**config.mk**
```make
export PLATFORM = sky130hd
export DESIGN_NAME = mem_port_arbiter
export DESIGN_NICKNAME = d
export VERILOG_FILES = /design/src/rtl/mem_port_arbiter.sv
export SDC_FILE = /design/constraint.sdc
export NUM_CORES = 1
export LEC_CHECK = 0
export BUFFER_PORTS_ARGS = -buffer_cell sky130_fd_sc_hd__buf_2
export CORE_AREA = 4 4 112 114
export CTS_BUF_LIST = sky130_fd_sc_hd__clkbuf_16
export CTS_CLUSTER_SIZE = 30
export DETAILED_ROUTE_END_ITERATION = 12
export DIE_AREA = 0 0 116 118
export PLACE_DENSITY = 0.76
export SYNTH_ARGS = -nofsm -noshare
export SYNTH_HDL_FRONTEND = slang
export SYNTH_SLANG_ARGS = --single-unit
```
**constraint.sdc**
```tcl
create_clock -name Clk -period 4.95 [get_ports Clk]
set_clock_uncertainty 0.15 [all_clocks]
set_input_delay 0.2475 -clock Clk [delete_from_list [all_inputs] [get_ports Clk]]
set_output_delay 0.2475 -clock Clk [all_outputs]
set_load 0.01 [all_outputs]
```
**src/rtl/mem_port_arbiter.sv**
```systemverilog
// rtl/mem_port_arbiter.sv - round-robin fetch/data arbiter onto one fixed-latency memory port
module mem_port_arbiter #(
  parameter int MEM_LAT = 2
) (
  input  logic        Clk,
  input  logic        Reset,
  input  logic        IF_Req,
  input  logic [31:0] IF_Addr,
  output logic [31:0] IF_Rdata,
  output logic        IF_Ack,
  input  logic        D_Req,
  input  logic        D_WrEn,
  input  logic [31:0] D_Addr,
  input  logic [31:0] D_Wdata,
  output logic [31:0] D_Rdata,
  output logic        D_Ack,
  output logic        M_En,
  output logic        M_WrEn,
  output logic [31:0] M_Addr,
  output logic [31:0] M_Wdata,
  input  logic [31:0] M_Rdata
);

  typedef enum logic [1:0] {
    IDLE   = 2'd0,
    ACCESS = 2'd1,
    RESP   = 2'd2
  } state_t;

  // Counter reload: ACCESS lasts MEM_LAT cycles, counting MEM_LAT-1 down to 0.
  localparam logic [3:0] CNT_LOAD = 4'(MEM_LAT - 1);

  state_t     state;
  state_t     state_nxt;
  logic [3:0] cnt;
  logic       last_grant;  // 0 = fetch won last, 1 = data won last
  logic       grant_d;     // owner of the access in flight
  logic       wr_q;        // access in flight is a data store
  logic       pick_d;      // arbitration result if granting this cycle
  logic       any_req;

  // Arbitration, next state and the strobes decoded from the current state.
  always_comb begin
    state_nxt = state;
    M_En      = 1'b0;
    M_WrEn    = 1'b0;
    IF_Ack    = 1'b0;
    D_Ack     = 1'b0;
    any_req   = IF_Req | D_Req;
    // Data wins when alone, or on a tie when fetch was granted last.
    pick_d    = D_Req & (~IF_Req | ~last_grant);
    case (state)
      IDLE: begin
        if (any_req) begin
          state_nxt = ACCESS;
        end
      end
      ACCESS: begin
        M_En   = 1'b1;
        // The write strobe is only raised on the first access cycle.
        M_WrEn = wr_q & (cnt == CNT_LOAD);
        if (cnt == 4'd0) begin
          state_nxt = RESP;
        end
      end
      RESP: begin
        IF_Ack    = ~grant_d;
        D_Ack     = grant_d;
        state_nxt = IDLE;
      end
      default: begin
        state_nxt = IDLE;
      end
    endcase
  end

  // State register.
  always_ff @(posedge Clk) begin
    if (Reset) begin
      state <= IDLE;
    end else begin
      state <= state_nxt;
    end
  end

  // Grant capture, latency counter and read-data return registers.
  always_ff @(posedge Clk) begin
    if (Reset) begin
      cnt        <= 4'd0;
      last_grant <= 1'b0;
      grant_d    <= 1'b0;
      wr_q       <= 1'b0;
      M_Addr     <= 32'd0;
      M_Wdata    <= 32'd0;
      IF_Rdata   <= 32'd0;
      D_Rdata    <= 32'd0;
    end else begin
      if (state == IDLE && any_req) begin
        grant_d    <= pick_d;
        last_grant <= pick_d;
        wr_q       <= pick_d & D_WrEn;
        M_Addr     <= pick_d ? D_Addr : IF_Addr;
        M_Wdata    <= D_Wdata;
        cnt        <= CNT_LOAD;
      end else if (state == ACCESS) begin
        if (cnt == 4'd0) begin
          // Stores return nothing; reads land only in the owner's register.
          if (!wr_q) begin
            if (grant_d) begin
              D_Rdata <= M_Rdata;
            end else begin
              IF_Rdata <= M_Rdata;
            end
          end
        end else begin
          cnt <= cnt - 4'd1;
        end
      end
    end
  end

endmodule
```
==> results.py, run 1 <==
metrics = {
    "floorplan": {
        "floorplan.io_pins": 265,
        "floorplan.core_area_um2": 11400,
        "fp.dieH_um": 118,
        "die_w_um": 116,
        "dieArea_um2": 13700,
        "floorplan.rows": 39,
        "start_util": 0.448,
    },
    "clocking": {
        "cts_sinks": 136,
        "clk_pin_slew_worst_paths_ns": 0.06,
        "tritoncts": "built",
        "htreeDepth": 4,
        "tritoncts.num_buffers": 17,
        "post-cts-setup-buffers": 0,
        "worst_skew_pair.late_latency_ns": 0.40,
        "clockBufferDepth": 2,
        "root_buffer": "sky130_fd_sc_hd__clkbuf_16",
    },
    "grt": {
        "first_global_vias": 5515,
        "grt_first_pass_wirelength_mm": 27.8,
        "grt_antenna_before_repair": 2,
        "gr-total-overflow": 0,
        "grt_max_degree": 99,
        "grt_util_all_layers": 0.256,
    },
    "route": {
        "vias": 5204,
        "count_of_routing_violations_after_the_opening_detailed_route_iteration": 290,
        "antenna_violating_nets_post_route": 0,
        "detail_route.first_pass.iterations": 4,
        "detail_route.wl_per_cell_um": 17.4,
        "route.detailed.vias_per_inst": 5.16,
        "drc": 0,
        "post_route_wl_mm": 17.6,
    },
    "pwr": {
        "power_density_nw_per_um2": 387,
        "cellLeakagePower_nw": 4.12,
        "vdd_ir_drop_max_mv": 0.249,
    },
    "setup_path": {
        "path_delay_family": "simple AND/OR/NAND/NOR gates",
        "critical-path-max-stage-delay_ns": 0.88,
        "max_stage_delay_cell_worst_path": "sky130_fd_sc_hd__or4_1",
        "critPathMaxFanout": 15,
        "crit_type": "flip-flop to flip-flop",
        "cp.arrival_ns": 2.67,
        "setup.worst_path.start_class": "flip-flop",
        "cp-end-kind": "flip-flop",
        "setup.worst_path.start": "cnt[0]",
        "cp_cell_sequence": "inv_1, ha_1, or3b_1, or4_1, mux2i_1",
        "crit_required_ns": 5.05,
        "setup.reg_to_reg.worst_slack_ns": 2.38,
        "cp.buffers_inverters": 1,
        "timing.rr.start": "cnt[0]",
    },
    "sta": {
        "setup_viol": 0,
        "clock.fmax_ghz": 0.389,
        "max-slew-margin-rel": 0.237,
        "final.period_utilization": 0.519,
        "finalHoldViolCount": 0,
        "layout_min_cycle_time_ns": 2.57,
        "slew_viol_final": 0,
        "grt_setup_unrepaired": "no",
        "worst-slew-pin-transition_ns": 1.14,
        "timing.final.ws_setup_ns": 2.38,
        "fin_setup_tns_ns": 0,
    },
    "logic_synthesis": {
        "post_synth_instance_area_um2": 5120,
        "yosysSeqAreaShare": 0.532,
        "yosys_most_used_dff": "sky130_fd_sc_hd__dfxtp_1",
        "number_of_distinct_standard_cells_referenced_by_the_synthesized_netlist": 41,
        "ys_ff_latch": 136,
        "postSynth.asyncResetShare": 0,
        "netlist_instances": 472,
        "synth_area_leader_cell": "sky130_fd_sc_hd__dfxtp_1",
        "synth_enable_flop_cells": 0,
        "synth.net_count": 607,
        "post_synthesis_mean_instance_area_um2": 10.8,
        "ys.warnings.count": 0,
        "synth_top_cell_area_share": 0.532,
        "yosys-top-cells-area": "sky130_fd_sc_hd__dfxtp_1 (53%), sky130_fd_sc_hd__mux2i_1 (19%), sky130_fd_sc_hd__nand2_1 (7.1%), sky130_fd_sc_hd__a22o_1 (5.6%), sky130_fd_sc_hd__o2bb2ai_1 (5.5%)",
    },
    "outcome": {
        "outcome": "completed",
    },
    "job": {
        "maxCapViolCount": 0,
    },
    "placement": {
        "dp_slack_ns": 2.39,
        "routabilityCongestion": 0.810,
        "place_hpwl_mm": 10.3,
        "numPortBuffers": 264,
    },
    "finish": {
        "final_layout_size_suffix_gt1_frac": 0.355,
        "layout.cells.most_common": "sky130_fd_sc_hd__buf_2",
        "syn2layout_area_growth_pct": 62.2,
        "final_cell_mix": "sky130_fd_sc_hd__buf_2 (264), sky130_fd_sc_hd__dfxtp_1 (136), sky130_fd_sc_hd__dlygate4sd3_1 (127), sky130_fd_sc_hd__nand2_1 (97), sky130_fd_sc_hd__mux2i_1 (96)",
        "design.final.nets": 986,
    },
    "worst_hold_path": {
        "worst_hold_startpoint": "IF_Addr[7]",
        "hold_class": "primary input to flip-flop",
    },
}
-- stage by stage --
stage / hold slack (ns) / power, mW / std cells / util / cell area (µm²)
global placement: 0.289 / 1.91 / 848 / 0.567 / 6470
finish: 0.0221 / 3.22 / 1009 / 0.727 / 8310
floorplan: 0.177 / 1.70 / 472 / - / 5120
detailed placement: 0.293 / 1.94 / 848 / 0.567 / 6470
global route: 0.0141 / 3.35 / 1009 / 0.727 / 8310
CTS: 0.00227 / 3.21 / 1007 / 0.727 / 8300
-- report_power, final --
group	internal, mW	total, mW	switching, mW
combinational	0.343	0.719	0.376
sequential	1.23	1.31	0.0816
clock	0.731	1.19	0.457
total	2.30	3.22	0.915
-- final cells by class --
class / instances / area [µm²]
tap: 143 / 179
clock buffer: 17 / 425
clock inverter: 15 / 135
inverter: 7 / 26.3
fill: 748 / 3110
multi-input combinational: 292 / 2180
antenna: 2 / 5.00
sequential: 136 / 2720
timing repair buffer: 397 / 2640
-- worst paths after layout --
| kind | end | cells past startpoint |
|---|---|---|
| worst max-delay path | D_Rdata[27] | 5 |
| worst min-delay path | M_Addr[7] | 3 |
| worst max register to register | D_Rdata[27] | 5 |
| worst min register to register | D_Rdata[12] | 2 |
-- layer usage --
layer / part of all wire / up-vias / global-route usage / wire length (µm)
met5: 0 / - / 0 / 0
met4: 0.040 / 0 / 0.129 / 698
met3: 0.082 / 54 / 0.0751 / 1440
met2: 0.51 / 281 / 0.447 / 8910
met1: 0.37 / 2431 / 0.275 / 6540
li1: - / 2438 / - / -
-- sequential cells by signal (all words and copies together) (netlist names) --
| signal | flops |
|---|---|
| M_Wdata | 32 |
| D_Rdata | 32 |
| M_Addr | 32 |
| IF_Rdata | 32 |
| cnt | 4 |
| grant_d | 1 |
| wr_q | 1 |
| state | 2 |
-- tightest hold or removal path, stage by stage --
cell	delay, ns
sky130_fd_sc_hd__buf_2	0.08
sky130_fd_sc_hd__mux2i_1	0.07
sky130_fd_sc_hd__o2bb2ai_1	0.15
-- Yosys cell counts, types with 3 or more instances --
library cell	instances
sky130_fd_sc_hd__o21ai_0	3
sky130_fd_sc_hd__buf_1	5
sky130_fd_sc_hd__clkbuf_1	18
sky130_fd_sc_hd__nor3_1	3
sky130_fd_sc_hd__buf_6	3
sky130_fd_sc_hd__buf_2	3
sky130_fd_sc_hd__a22o_1	33
sky130_fd_sc_hd__o2bb2ai_1	32
sky130_fd_sc_hd__inv_1	5
sky130_fd_sc_hd__a21oi_1	3
sky130_fd_sc_hd__nand2_1	97
sky130_fd_sc_hd__mux2i_1	96
sky130_fd_sc_hd__dfxtp_1	136
sky130_fd_sc_hd__dlygate4sd1_1	3
-- timing repair --
item / CTS / global route
hold endpoints to repair: 126 / 0
hold buffers: 127 / 0
resized for setup: 0 / 0
-- cells by family after synthesis --
logic type | after synthesis | synth area share
simple gates | 117 | 0.100
compound gates | 77 | 0.127
fa+ha+maj | 2 | 0.00489
buf+inv | 44 | 0.0481
flops | 136 | 0.532
mux | 96 | 0.188
(Power assumes the default switching activity.)
==> run 2: changes to the inputs <==
==> config.mk (replaced) <==
export PLATFORM = sky130hd
export DESIGN_NAME = mem_port_arbiter
export DESIGN_NICKNAME = d
export VERILOG_FILES = /design/src/rtl/mem_port_arbiter.sv
export SDC_FILE = /design/constraint.sdc
export NUM_CORES = 1
export LEC_CHECK = 0
export ABC_AREA = 1
export BUFFER_PORTS_ARGS = -buffer_cell sky130_fd_sc_hd__buf_2
export CORE_AREA = 4 4 116 118
export CTS_BUF_LIST = sky130_fd_sc_hd__clkbuf_16
export CTS_CLUSTER_SIZE = 30
export DETAILED_ROUTE_END_ITERATION = 12
export DIE_AREA = 0 0 120 122
export PLACE_DENSITY = 0.74
export SYNTH_ARGS = -nofsm -noshare
export SYNTH_HDL_FRONTEND = slang
export SYNTH_SLANG_ARGS = --single-unit
==> constraint.sdc (replaced) <==
create_clock -name Clk -period 2.5 [get_ports Clk]
set_clock_uncertainty 0.15 [all_clocks]
set_input_delay 0.125 -clock Clk [delete_from_list [all_inputs] [get_ports Clk]]
set_output_delay 0.125 -clock Clk [all_outputs]
set_load 0.01 [all_outputs]
==> run 2 against run 1 <==
  * Register-to-register slack lost 2.3 ns
  * Clock-buffer cell count unchanged
  * Clock power increased by 77%
  * Routed wire length rose by 12%
  * Utilization is 3.4 points lower
  * First-iteration DRC count is 53% higher
  * Worst setup slack worse by 2.3 ns
  * Die area increased by 7.0%
  * Total power increased by 87%
  * Critical path depth rose by 1
  * Highest routed layer unchanged
==> results.py, run 2 <==
metrics = {
    "route": {
        "vias": 6200,
        "detail_route.wl_per_cell_um": 14.9,
        "route.detailed.vias_per_inst": 4.70,
        "post_route_wl_mm": 19.7,
        "antenna_violating_nets_post_route": 0,
        "detail_route.first_pass.iterations": 5,
        "drc": 0,
        "count_of_routing_violations_after_the_opening_detailed_route_iteration": 443,
    },
    "logic_synthesis": {
        "post_synthesis_mean_instance_area_um2": 7.23,
        "ys_ff_latch": 136,
        "ys.warnings.count": 0,
        "yosys.cell_count.top_type": "sky130_fd_sc_hd__nand2_1",
        "yosys-top-cells-area": "sky130_fd_sc_hd__dfxtp_1 (50%), sky130_fd_sc_hd__nand2_1 (19%), sky130_fd_sc_hd__nor2_1 (9.2%), sky130_fd_sc_hd__o211ai_1 (4.3%), sky130_fd_sc_hd__or2_2 (3.6%)",
        "synth_area_leader_cell": "sky130_fd_sc_hd__dfxtp_1",
        "synth_top_cell_area_share": 0.500,
        "postSynth.asyncResetShare": 0,
        "number_of_distinct_standard_cells_referenced_by_the_synthesized_netlist": 24,
        "netlist_instances": 754,
        "yosys_most_used_dff": "sky130_fd_sc_hd__dfxtp_1",
        "yosysSeqAreaShare": 0.500,
        "synth.net_count": 889,
        "post_synth_instance_area_um2": 5450,
        "synth_enable_flop_cells": 0,
        "netlist_top_cells_count": "sky130_fd_sc_hd__nand2_1 (276), sky130_fd_sc_hd__dfxtp_1 (136), sky130_fd_sc_hd__nor2_1 (133)",
    },
    "setup_path": {
        "cp.buffers_inverters": 2,
        "setup.worst_path.start_class": "flip-flop",
        "setup.reg_to_reg.worst_slack_ns": 0.08,
        "cp_cell_sequence": "nand2_1, nand2_1, inv_1, o211ai_1, dlygate4sd3_1, nand2_1",
        "critPathMaxFanout": 33,
        "cpMostUsedCell": "sky130_fd_sc_hd__nand2_1",
        "crit_required_ns": 2.70,
        "critical-path-max-stage-delay_ns": 0.78,
        "path_delay_family": "buffers and inverters",
        "setup.worst_path.start": "grant_d",
        "cp-end-kind": "flip-flop",
        "cp.arrival_ns": 2.62,
        "worstRegToRegCells": 6,
        "timing.rr.start": "grant_d",
        "timing.rr.end": "M_Addr[22]",
        "max_stage_delay_cell_worst_path": "sky130_fd_sc_hd__inv_1",
        "crit_type": "flip-flop to flip-flop",
    },
    "grt": {
        "grt_first_pass_wirelength_mm": 30.6,
        "grt_most_used_layer": "met2",
        "grt_max_degree": 52,
        "met1_usage": 0.282,
        "use_met2": 0.464,
        "gr-total-overflow": 0,
        "grtUsageMet3": 0.0761,
        "first_global_vias": 6306,
        "grt_util_all_layers": 0.266,
        "grt_antenna_before_repair": 0,
    },
    "placement": {
        "routabilityCongestion": 0.802,
        "numPortBuffers": 264,
        "dp_slack_ns": 0.666,
        "place_hpwl_mm": 11.6,
    },
    "sta": {
        "worst-slew-pin-transition_ns": 1.09,
        "final.period_utilization": 0.966,
        "max-slew-margin-rel": 0.270,
        "finalHoldViolCount": 0,
        "timing.final.ws_setup_ns": 0.0849,
        "holdWs_ns": 0.0580,
        "setup_viol": 0,
        "clock.fmax_ghz": 0.414,
        "slew_viol_final": 0,
        "grt_setup_unrepaired": "yes",
        "fin_setup_tns_ns": 0,
        "layout_min_cycle_time_ns": 2.42,
    },
    "finish": {
        "final_cell_mix": "sky130_fd_sc_hd__nand2_1 (276), sky130_fd_sc_hd__buf_2 (264), sky130_fd_sc_hd__dfxtp_1 (136), sky130_fd_sc_hd__nor2_1 (133), sky130_fd_sc_hd__dlygate4sd3_1 (130)",
        "design.final.nets": 1269,
        "layout.core_utilization": 0.693,
        "layout.cells.most_common": "sky130_fd_sc_hd__nand2_1",
        "final_layout_size_suffix_gt1_frac": 0.298,
        "insertedDiodeCount": 0,
        "syn2layout_area_growth_pct": 58.6,
    },
    "worst_hold_path": {
        "worst_hold_startpoint": "D_Req",
        "worstHoldPathCells": 5,
        "timing.hold.worst_endpoint": "state[0]",
        "hold_class": "primary input to flip-flop",
    },
    "clocking": {
        "htreeDepth": 4,
        "cts_sinks": 136,
        "root_buffer": "sky130_fd_sc_hd__clkbuf_16",
        "cts_resized": 0,
        "clk_pin_slew_worst_paths_ns": 0.06,
        "tritoncts.num_buffers": 17,
        "worst_skew_pair.late_latency_ns": 0.41,
        "post-cts-setup-buffers": 0,
        "tritoncts": "built",
        "clockBufferDepth": 2,
    },
    "pwr": {
        "power_density_nw_per_um2": 697,
        "cellLeakagePower_nw": 4.45,
        "vdd_ir_drop_max_mv": 0.483,
    },
    "floorplan": {
        "floorplan.rows": 41,
        "floorplan.core_area_um2": 12500,
        "die_w_um": 120,
        "floorplan.io_pins": 265,
        "fp.dieH_um": 122,
        "dieArea_um2": 14600,
        "start_util": 0.437,
    },
    "outcome": {
        "outcome": "completed",
    },
    "job": {
        "maxCapViolCount": 0,
    },
}
## run 2: cell count changes after synthesis, sizes merged, moves of 33 or more
cell,previous run,this run
a22o,33,0
inv,6,45
mux2i,96,0
nand2,97,278
nand3,1,36
nor2,2,140
## run 2: metrics by stage
| stage | std cells | cell area (µm²) | total power, mW |
|---|---|---|---|
| global route | 1318 | 8640 | 6.32 |
| global placement | 1157 | 6850 | 3.70 |
| floorplan | 754 | 5450 | 3.25 |
| CTS | 1318 | 8640 | 6.01 |
| detailed placement | 1157 | 6850 | 3.72 |
| finish | 1318 | 8640 | 6.03 |
## run 2: worst max path at each step
stage	to	slack, ns	depth (start not counted)
CTS	M_Addr[22]	0.20	7
finish	M_Addr[22]	0.08	6
detailed placement	D_Rdata[20]	0.67	8
global placement	D_Rdata[11]	0.70	8
global route	M_Addr[22]	-0.04	6
floorplan	D_Rdata[10]	0.99	8
## run 2: repair_timing
action                                 in CTS  in global routing
hold buffers                              130                  0
endpoints found under the hold margin     133                  0
setup endpoints to repair                   0                  2
## run 2: cell families (layout without fill, tap and decap cells)
logic type / count (synthesis) / in the layout / share of synthesized area
buffers and inverters: 87 / 479 / 0.0767
AO/OA/AOI/OAI: 38 / 38 / 0.0498
adder cells (fa/ha/maj): 2 / 2 / 0.00459
AND/OR/NAND/NOR: 490 / 490 / 0.368
XOR/XNOR: 1 / 1 / 0.00161
flip-flops: 136 / 136 / 0.500
## run 2: final cells by class
class                   count  area [µm²]
flip-flops and latches    136        2720
clock buffers              17         425
clock inverters            14        70.1
multi-input cells         531        2310
inverters                  45         169
repair buffers            403        2730
fillers                   949        3820
well taps                 172         215
## run 2: report_power, final
part | internal [mW] | switching [mW] | total, mW
clock network | 1.22 | 0.886 | 2.11
registers | 2.41 | 0.137 | 2.55
logic | 0.608 | 0.761 | 1.37
total | 4.24 | 1.78 | 6.03
## run 2: metal layers
metal	wire, µm	share of wire
met3	1480	0.075
met1	7260	0.37
met4	972	0.049
met5	0	0
met2	9950	0.51
## run 2: worst reg2reg max path: cells and delay by family, from the launching register on
family	cells	cell delay, ns
AOI/OAI and AO/OA	1	0.24
and+or+nand+nor	3	0.22
DFF	1	0.34
buffers and inverters	2	1.42
